[config.mk]
export PLATFORM = sky130hd
export DESIGN_NAME = smc_step_sequencer
export DESIGN_NICKNAME = d
export VERILOG_FILES = /design/src/rtl/smc_step_sequencer_pkg.sv /design/src/rtl/smc_step_sequencer_sincos.sv /design/src/rtl/smc_step_sequencer.sv
export SDC_FILE = /design/constraint.sdc
export NUM_CORES = 1
export LEC_CHECK = 0
export CELL_PAD_IN_SITES_DETAIL_PLACEMENT = 1
export CELL_PAD_IN_SITES_GLOBAL_PLACEMENT = 1
export CORE_ASPECT_RATIO = 0.75
export CORE_MARGIN = 1.5
export CORE_UTILIZATION = 38
export CTS_BUF_LIST = sky130_fd_sc_hd__clkbuf_8
export CTS_CLUSTER_SIZE = 14
export DETAILED_ROUTE_END_ITERATION = 10
export PLACE_DENSITY_LB_ADDON = 0.1
export SYNTH_ARGS = -nofsm -noshare
export SYNTH_HDL_FRONTEND = slang
export SYNTH_SLANG_ARGS = --single-unit
[constraint.sdc]
create_clock -name clk -period 11.3 [get_ports clk]
set_input_delay 1.13 -clock clk [delete_from_list [all_inputs] [get_ports clk]]
set_output_delay 1.13 -clock clk [all_outputs]
set_load 0.01 [all_outputs]
[src/rtl/smc_step_sequencer_pkg.sv]
// Shared types and constants for the SMC micro-step sequencer.
// The read-back states only exist when SMC_SEQ_READBACK_EN is defined.
package smc_seq_pkg;

  localparam logic [6:0]  DUTY_BASE_DEFAULT = 7'h10;
  localparam logic [10:0] MAX_DUTY          = 11'd2047;

  // Quarter-wave sine, round(2047*sin(k*pi/32)) for k = 0..16
  localparam logic [10:0] SIN_TBL [0:16] = '{
    11'd0,    11'd201,  11'd399,  11'd594,  11'd783,  11'd965,
    11'd1137, 11'd1299, 11'd1447, 11'd1582, 11'd1702, 11'd1805,
    11'd1891, 11'd1959, 11'd2008, 11'd2037, MAX_DUTY
  };

`ifdef SMC_SEQ_READBACK_EN
  typedef enum logic [2:0] {IDLE, WR_A, RD_A, CK_A, WR_B, RD_B, CK_B} state_t;
`else
  typedef enum logic [1:0] {IDLE, WR_A, WR_B} state_t;
`endif

endpackage

[src/rtl/smc_step_sequencer_sincos.sv]
// Combinational map from a 6-bit micro-step index to the signed-magnitude
// duty words for coil A (cosine) and coil B (sine).
module smc_sincos
  import smc_seq_pkg::*;
(
  input  logic [5:0]  idx,
  output logic [15:0] cos_word,
  output logic [15:0] sin_word
);

  // Odd quadrants walk the quarter table backwards; the upper half is negative
  function automatic logic [15:0] duty_of(input logic [5:0] i);
    logic [4:0]  k;
    logic [10:0] mag;
    k   = i[4] ? (5'd16 - {1'b0, i[3:0]}) : {1'b0, i[3:0]};
    mag = SIN_TBL[k];
    return {(i[5] && (mag != 11'd0)), 4'b0000, mag};
  endfunction

  assign sin_word = duty_of(idx);
  assign cos_word = duty_of(idx + 6'd16);

endmodule

[src/rtl/smc_step_sequencer.sv]
// Step command sequencer: keeps a micro-step index per motor and writes the
// coil duty words to the SMC. Define SMC_SEQ_READBACK_EN for write read-back.
module smc_step_sequencer
  import smc_seq_pkg::*;
#(
  parameter int         NUM_MOTORS = 6,
  parameter logic [6:0] DUTY_BASE  = DUTY_BASE_DEFAULT
) (
  input  logic        clk,
  input  logic        reset,
  input  logic        cmd_valid,
  output logic        cmd_ready,
  input  logic [2:0]  cmd_motor,
  input  logic        cmd_dir,
  input  logic        cmd_init,
  output logic        write,
  output logic        sel,
  output logic [6:0]  addr,
  output logic [15:0] datain,
  input  logic [15:0] dataout,
  output logic        bad_cmd,
  output logic        rb_err
);

  state_t      state;
  logic [5:0]  idx [NUM_MOTORS];
  logic [6:0]  addr_a;
  logic [15:0] sin_q;
  logic [5:0]  idx_cur;
  logic [5:0]  idx_new;
  logic [6:0]  chan_addr;
  logic [15:0] cos_w;
  logic [15:0] sin_w;
  logic        accept;
  logic        motor_ok;

  assign motor_ok  = ({29'd0, cmd_motor} < NUM_MOTORS);
  assign accept    = cmd_valid && cmd_ready;
  assign chan_addr = DUTY_BASE + {2'b00, cmd_motor, 2'b00};

  // Both duty words come from the index the command is about to store
  always_comb begin
    idx_cur = '0;
    if (motor_ok)
      idx_cur = idx[cmd_motor];
    if (cmd_init)
      idx_new = '0;
    else if (cmd_dir)
      idx_new = idx_cur + 6'd1;
    else
      idx_new = idx_cur - 6'd1;
  end

  smc_sincos u_sincos (
    .idx      (idx_new),
    .cos_word (cos_w),
    .sin_word (sin_w)
  );

`ifdef SMC_SEQ_READBACK_EN
  logic [15:0] cos_q;
`else
  logic unused_dataout;
  assign unused_dataout = ^dataout;
  assign rb_err         = 1'b0;
`endif

  always_ff @(posedge clk) begin
    if (reset) begin
      state     <= IDLE;
      cmd_ready <= 1'b1;
      write     <= 1'b0;
      sel       <= 1'b0;
      addr      <= '0;
      datain    <= '0;
      bad_cmd   <= 1'b0;
      addr_a    <= '0;
      sin_q     <= '0;
      for (int m = 0; m < NUM_MOTORS; m++)
        idx[m] <= '0;
`ifdef SMC_SEQ_READBACK_EN
      cos_q     <= '0;
      rb_err    <= 1'b0;
`endif
    end else begin
      bad_cmd <= 1'b0;
      case (state)
        IDLE: begin
          if (accept) begin
            if (motor_ok) begin
              idx[cmd_motor] <= idx_new;
              state          <= WR_A;
              cmd_ready      <= 1'b0;
              sel            <= 1'b1;
              write          <= 1'b1;
              addr           <= chan_addr;
              datain         <= cos_w;
              addr_a         <= chan_addr;
              sin_q          <= sin_w;
`ifdef SMC_SEQ_READBACK_EN
              cos_q          <= cos_w;
`endif
            end else begin
              bad_cmd <= 1'b1;
            end
          end
        end
`ifdef SMC_SEQ_READBACK_EN
        WR_A: begin
          state  <= RD_A;
          write  <= 1'b0;
          datain <= '0;
        end
        RD_A: begin
          state <= CK_A;
          sel   <= 1'b0;
          addr  <= '0;
        end
        CK_A: begin
          if (dataout != cos_q)
            rb_err <= 1'b1;
          state  <= WR_B;
          sel    <= 1'b1;
          write  <= 1'b1;
          addr   <= addr_a + 7'd2;
          datain <= sin_q;
        end
        WR_B: begin
          state  <= RD_B;
          write  <= 1'b0;
          datain <= '0;
        end
        RD_B: begin
          state <= CK_B;
          sel   <= 1'b0;
          addr  <= '0;
        end
        CK_B: begin
          if (dataout != sin_q)
            rb_err <= 1'b1;
          state     <= IDLE;
          cmd_ready <= 1'b1;
        end
`else
        WR_A: begin
          state  <= WR_B;
          addr   <= addr_a + 7'd2;
          datain <= sin_q;
        end
        WR_B: begin
          state     <= IDLE;
          cmd_ready <= 1'b1;
          sel       <= 1'b0;
          write     <= 1'b0;
          addr      <= '0;
          datain    <= '0;
        end
`endif
        default: begin
          state     <= IDLE;
          cmd_ready <= 1'b1;
          sel       <= 1'b0;
          write     <= 1'b0;
          addr      <= '0;
          datain    <= '0;
        end
      endcase
    end
  end

endmodule

# After elaboration in Yosys (flattened, before gate mapping)
# Memories as Yosys holds them, arrays and structs flattened.
# Index checks and enable logic that the tools add are counted.
[word_totals]
mem_bits_ro = 704
mem_bits_rw = 36
input_bits = 24
ff_bits = 47
n_memories = 3
latch_bits = 0
word_cells = 75
output_inout_bits = 28
[mem_list]
columns = ["memory", "depth", "word_bits", "read_ports", "rd_clocked_by_memory_dff", "write_ports", "line_no", "rtl"]
rows = [
  ["(name not given)", 32, 11, 1, 0, 0, "smc_step_sequencer_sincos.sv:16", "mag = SIN_TBL[k];"],
  ["(name not given)", 32, 11, 1, 0, 0, "smc_step_sequencer_sincos.sv:16", ""],
  ["idx", 6, 6, 1, 0, 6, "smc_step_sequencer.sv:26", "logic [5:0] idx [NUM_MOTORS];"],
]
[classes]
n_eq_ne = 3
n_reduce_logical = 11
add_sub_neg = 7
multipliers = 0
div = 0
muxes = 35
shifts = 0
bitwise_logic = 5
magnitude_cmp = 3
[op_table]
columns = ["operator", "n"]
rows = [
  ["$mux 11", 4],
  ["$mux 16", 2],
  ["$pmux 16 s2", 1],
  ["$mux 6", 4],
  ["$reduce_bool 11->1", 2],
  ["$mux 7", 2],
  ["$pmux 7 s2", 1],
  ["$mux 1", 13],
  ["$ge 6x6->1 const B", 2],
  ["$not 5->6", 2],
  ["$mux 5", 2],
  ["$sub 5x4->5 const A", 2],
  ["$add 7x2->7 const B", 1],
  ["$add 5x5->6 const A", 1],
  ["$add 6x1->6 const B", 1],
  ["$add 6x5->6 const B", 1],
  ["$reduce_and 3->1", 2],
  ["$reduce_or 6->1", 1],
  ["$sub 6x1->6 const B", 1],
  ["$mux 2", 2],
  ["$ne 2x2->1 const B", 2],
  ["$pmux 1 s2", 2],
  ["$pmux 2 s2", 1],
  ["$logic_and 1x1->1", 3],
  ["7 further kinds", 9],
]

# Depth between registers and ports, before layout
[depth]
depth_word = 17
mapped_depth = 18
mapped_depth_nobuf = 15

# Cells and area by module
# Synthesis repeated with hierarchy kept, for this count alone.
[unflattened]
hier_cells = 494
area_unflattened_um2 = 4633.2
[modules_own_cells]
columns = ["module", "seq_area_each_um2", "n_inst", "area_each_um2", "cells_each"]
rows = [
  ["smc_step_sequencer", 1981.9, 1, 3754.9, 359],
  ["smc_sincos", 0.0, 1, 878.3, 135],
]

# Worst setup path after synthesis
# Ideal clock, no wire load.
[synth_path]
path_kind = "input to register"
start = "input cmd_motor[0]"
end = "register datain[6]"
setup_slack_ps = 6253
setup_time_ps = 61
arrival_ps = 4985
path_buffers = 2
required_ps = 11239
cell_stages = 16
path_cell_list = "buf_6 clkbuf_1 mux4_2 nand2_1 o21ai_0 ha_1 or2_1 o221a_2 a21oi_1 o21ai_0 ha_1 or4_1 o41ai_1 or2_2 o2111ai_1 nand2_1"
[synth_between]
elab_chain_len = 15
word_cells_on_any_way = 19
cone_classes = "4 x add/sub; 1 x order compare; 1 x eq/ne; 9 x mux; 1 x bitwise; 1 x reduce/logical; 2 x memory"
[synth_rtl]
columns = ["item", "line_no", "rtl"]
rows = [
  ["from (decl)", "smc_step_sequencer.sv:13", "input logic [2:0] cmd_motor,"],
  ["$mem_v2 6x6 or $lt 3x3->1 (tied branches)", "-", ""],
  ["$mux 6", "smc_step_sequencer.sv:44", "if (motor_ok)"],
  ["$sub 6x1->6 or $add 6x1->6 (tied branches)", "smc_step_sequencer.sv:51, smc_step_sequencer.sv:49", ""],
  ["$mux 6", "smc_step_sequencer.sv:48", "else if (cmd_dir)"],
  ["$mux 6", "smc_step_sequencer.sv:46", "if (cmd_init)"],
  ["$add 6x5->6", "smc_step_sequencer_sincos.sv:21", "assign cos_word = duty_of(idx + 6'd16);"],
  ["$sub 5x4->5", "smc_step_sequencer_sincos.sv:15", "k = i[4] ? (5'd16 - {1'b0, i[3:0]}) : {1'b0, i[3:0]};"],
  ["$mux 5", "smc_step_sequencer_sincos.sv:15", ""],
  ["$not 5->6 (not written as such)", "smc_step_sequencer_sincos.sv:16", ""],
  ["$mem_v2 32x11", "-", ""],
  ["$mux 11 (not written as such) (2 in a row)", "smc_step_sequencer_sincos.sv:16", ""],
  ["$mux 16", "smc_step_sequencer.sv:90", "if (motor_ok) begin"],
  ["$mux 16", "smc_step_sequencer.sv:89", "if (accept) begin"],
  ["$pmux 16 s2", "smc_step_sequencer.sv:87", "case (state)"],
  ["to (signal assigned)", "smc_step_sequencer.sv:97", "datain <= cos_w;"],
  ["to (signal assigned)", "smc_step_sequencer.sv:148", "datain <= sin_q;"],
  ["to (decl)", "smc_step_sequencer.sv:19", "output logic [15:0] datain,"],
]
# Several ways; a longest one is shown, not always the timed one. The select of a mux whose other input is x is not followed.
# A chain may end at the register's enable or synchronous reset.

# Worst setup path after layout
[layout_path]
start = "input cmd_motor[0]"
end = "register sin_q[15]"
[layout_between]
elab_chain_len = 13
word_cells_on_any_way = 16
cone_classes = "3 x add/sub; 1 x order compare; 6 x mux; 1 x bitwise; 3 x reduce/logical; 2 x memory"
[layout_rtl]
columns = ["item", "line_no", "rtl"]
rows = [
  ["$mem_v2 6x6 or $lt 3x3->1 (tied branches)", "-", ""],
  ["$mux 6", "smc_step_sequencer.sv:44", ""],
  ["$sub 6x1->6 or $add 6x1->6 (tied branches)", "smc_step_sequencer.sv:51, smc_step_sequencer.sv:49", ""],
  ["$mux 6", "smc_step_sequencer.sv:48", ""],
  ["$mux 6", "smc_step_sequencer.sv:46", ""],
  ["$sub 5x4->5", "smc_step_sequencer_sincos.sv:15", ""],
  ["$mux 5", "smc_step_sequencer_sincos.sv:15", ""],
  ["$not 5->6 (not written as such)", "smc_step_sequencer_sincos.sv:16", ""],
  ["$mem_v2 32x11", "-", ""],
  ["$mux 11 (not written as such) (2 in a row)", "smc_step_sequencer_sincos.sv:16", ""],
  ["$reduce_bool 11->1", "smc_step_sequencer_sincos.sv:17", "return {(i[5] && (mag != 11'd0)), 4'b0000, mag};"],
  ["$logic_and 1x1->1", "smc_step_sequencer_sincos.sv:17", ""],
  ["to (signal assigned)", "smc_step_sequencer.sv:99", "sin_q <= sin_w;"],
  ["to (decl)", "smc_step_sequencer.sv:28", "logic [15:0] sin_q;"],
]
# Several ways; a longest one is shown, not always the timed one. The select of a mux whose other input is x is not followed.

==> results.md <==
- Run status: completed
- Number of global-route vias before repair: 3532
- Row count: 33
- GRT busiest layer: met1
- CTS tree: built
- RePlAce Congestion: 0.8299
- Worst VDD drop: 57.58 uV
- TNS Setup: 0 ps
- Routed WL per cell: 20.65 um
- Area Growth Syn to Fin: 11.01%
- CTS root buf: clkbuf_8
- Final Skew: 7.899 ps
- R2r endpoint: sin_q[15]
- Global-route met3 utilization: 4.058%
- CTS buffer count: 9
- Share of synthesized flip-flops with an asynchronous set or reset: 0%
- H-tree depth: 3
- Routed Antenna Nets: 0
- Placed inst area: 4691 um2
- Final Net Count: 531
- Count leader, synth: nor2_1
- Crit start category: input port
- Final Cell Area: 4868 um2
- Layout cells sized above 1: 7.520%
- Slew HR: 21.55%
- CP Max Fanout: 19
- Post-synthesis mux area share: 6.305%
- Die W: 127.0 um
- Yosys top cell area share: 24.65%
- Slew at the pin with the worst max-slew slack: 1167 ps
- Critical Path Max Stage Delay: 1180 ps
- Starting DRT DRC Count: 233
- Commonest cells post-synth: nor2_1 (73), nand2_1 (38), dfxtp_1 (37)
- Hold Crit Depth: 2
- Synth Area in Simple Gates: 19.40%
- Routed vias/inst: 5.758
- Initial antenna violation count: 0
- Cells on worst reg2reg path: 13
- Setup Viol. Count Final: 0
- Drc violations: 0
- All-Layer GR Usage: 22.66%
- Clock sink count: 73
- Fin crit period: 6596 ps
- Yosys warns: 0
- Clk slew on worst S/H paths: 70 ps
- Clk_lat worst skew: 360 ps
- RR Startpoint: idx[0][1]
- Mapped Area: 4385 um2
- GR Util met2: 32.29%
- Fraction of the yosys area taken by sequential cells: 41.54%
- Synth Area in Adders: 5.877%
- GR Util met1: 34.63%
- Cell count after synthesis: 475
- Die height: 96.04 um
- RSZ-0062 raised after global routing: no
- Cell Pwr Density: 158.5 nW/um2
- # port buffers: 28
- Synth area leader: edfxtp_1
- Clock Path Buffers: 2
- Synth Register Bits: 73
- Critical-path top delay cell: clkdlybuf4s50_1
- Post-synth EDFFs: 36
- Largest family of logic cells by synthesized area: simple AND/OR/NAND/NOR gates
- Fin crit share: 58.38%
- Top post-synthesis cells by area: edfxtp_1 (25%), dfxtp_1 (17%), nor2_1 (6.2%), ha_1 (5.4%), nand2_1 (3.3%)
- Remaining Overflow, GRT: 0
- Crit path arrival time: 6840 ps
- # diodes: 0
- First-pass GRT wire length: 20600 um
- Crit. End Element: flip-flop
- Syn Area/Cell: 9.233 um2
- Worst Hold Class: reg2reg
- # IOs: 52
- Via count: 3639
- Largest net degree at the start of global routing: 29
- Reg-to-reg slack, setup: 6420 ps
- Final wirelength: 13050 um
- Hold WS: 463.1 ps
- DRT Pass-1 Iters: 6
- Core Footprint: 11070 um2
- Synth unique cells: 75
- Primary FF master, synth: dfxtp_1
- CP Cell Sequence: clkdlybuf4s50_1, mux4_2, a21oi_1, fa_1, nor2_1, clkinv_1, ha_1, nor2b_1, mux2_2, mux2i_1, nand2_1, nor4b_1, nand3_1, a2bb2oi_1
- Crit Path Class: in2reg
- Setup Buffers After CTS: 0
- Crit path required time: 11540 ps
- Fmax achieved: 0.1516 GHz
- Final Hold Fails: 0
- Die ar.: 12200 um2
- Max-slew violations: 0
- Post-CTS sizing: 0
- Min-delay src: datain[4]
- Total Power: 771.4 uW
- Hold EP: datain[4]
- Dpl hpwl: 9596 um
- Initial Utilization: 39.63%
- MaxCap Viol Count: 0
- Hold_buf cts: 0
- Synth Area in Compound Gates: 19.17%
- Static leakage: 1.838 nW
- Xor and xnor area share after synthesis: 1.797%
==> metrics by stage <==
| stage | util (%) | std cells | setup WS, ps |
|---|---|---|---|
| floorplan | - | 481 | 6253 |
| global placement | 42.39 | 616 | 4538 |
| detailed placement | 42.39 | 616 | 4356 |
| CTS | 44.00 | 632 | 4724 |
| global route | 44.00 | 632 | 4366 |
| finish | 44.00 | 632 | 4704 |
==> cells by family (layout without fill, tap and decap cells) <==
kind of cell,count (synthesis),in the layout
and+or+nand+nor,182,182
AOI/OAI and AO/OA,116,116
DFF,73,73
buffers and inverters,53,64
muxes,21,21
adders and majority gates,20,20
xor gates and xnor gates,9,9
other,1,7
==> final cells by class <==
| class | instances | area, um2 |
|---|---|---|
| Timing Repair Buffer | 30 | 295.3 |
| Fill cell | 1292 | 6197 |
| Tap cell | 140 | 175.2 |
| Clock inverter | 7 | 53.80 |
| Multi-Input combinational cell | 355 | 2331 |
| Inverter | 18 | 67.56 |
| Clock buffer | 9 | 123.9 |
| Sequential cell | 73 | 1822 |
==> state kept, by name (all words and copies together) (netlist names) <==
| register | flops |
|---|---|
| bad_cmd | 1 |
| addr_a | 4 |
| sel | 1 |
| idx | 36 |
| cmd_ready | 1 |
| addr | 5 |
| datain | 12 |
| state | 1 |
| sin_q | 12 |
==> worst max-delay path, delay by kind of cell <==
| kind | cells | cell delay (ps) |
|---|---|---|
| buf+inv | 2 | 1460 |
| fa+ha+maj | 2 | 990 |
| simple gates | 5 | 1040 |
| mux | 3 | 1640 |
| compound gates | 2 | 570 |
==> power breakdown <==
group / internal (mW) / switching (mW) / total, mW / leakage [nW]
Sequential: 0.299 / 0.0142 / 0.313 / 0.678
Clock: 0.0978 / 0.0966 / 0.194 / 0.0981
Combinational: 0.0991 / 0.165 / 0.264 / 1.06
Total: 0.496 / 0.276 / 0.771 / 1.84
==> cell usage in the layout (no fill, tap or decap), drive strengths merged, types with 7 or more instances in the layout <==
master / instances
nor3: 18
nand2b: 9
dfxtp: 37
conb: 7
a211oi: 11
clkbuf: 9
nor2: 73
inv: 19
nand3: 12
nand2: 38
a21oi: 26
ha: 19
xnor2: 7
o21ai: 23
clkdlybuf4s50: 28
edfxtp: 36
mux2i: 13
==> metal layers <==
metal  up-vias  share of wire [%]
met2        90                 41
met1      1770                 52
li1       1763                  -
met4         0                1.5
met5         -                  0
met3        16                5.7
==> worst max path at each step <==
| stage | startpoint | end | slack, ps | cells after the start |
|---|---|---|---|---|
| after floorplan | cmd_motor[0] | datain[6] | 6250 | 16 |
| after global placement | cmd_motor[0] | sin_q[15] | 4540 | 14 |
| after detailed placement | cmd_motor[0] | sin_q[15] | 4360 | 14 |
| after CTS | cmd_motor[0] | sin_q[15] | 4720 | 14 |
| after global routing | cmd_motor[0] | sin_q[15] | 4370 | 14 |
| final | cmd_motor[0] | sin_q[15] | 4700 | 14 |
Power figures use the tool's default switching activity.
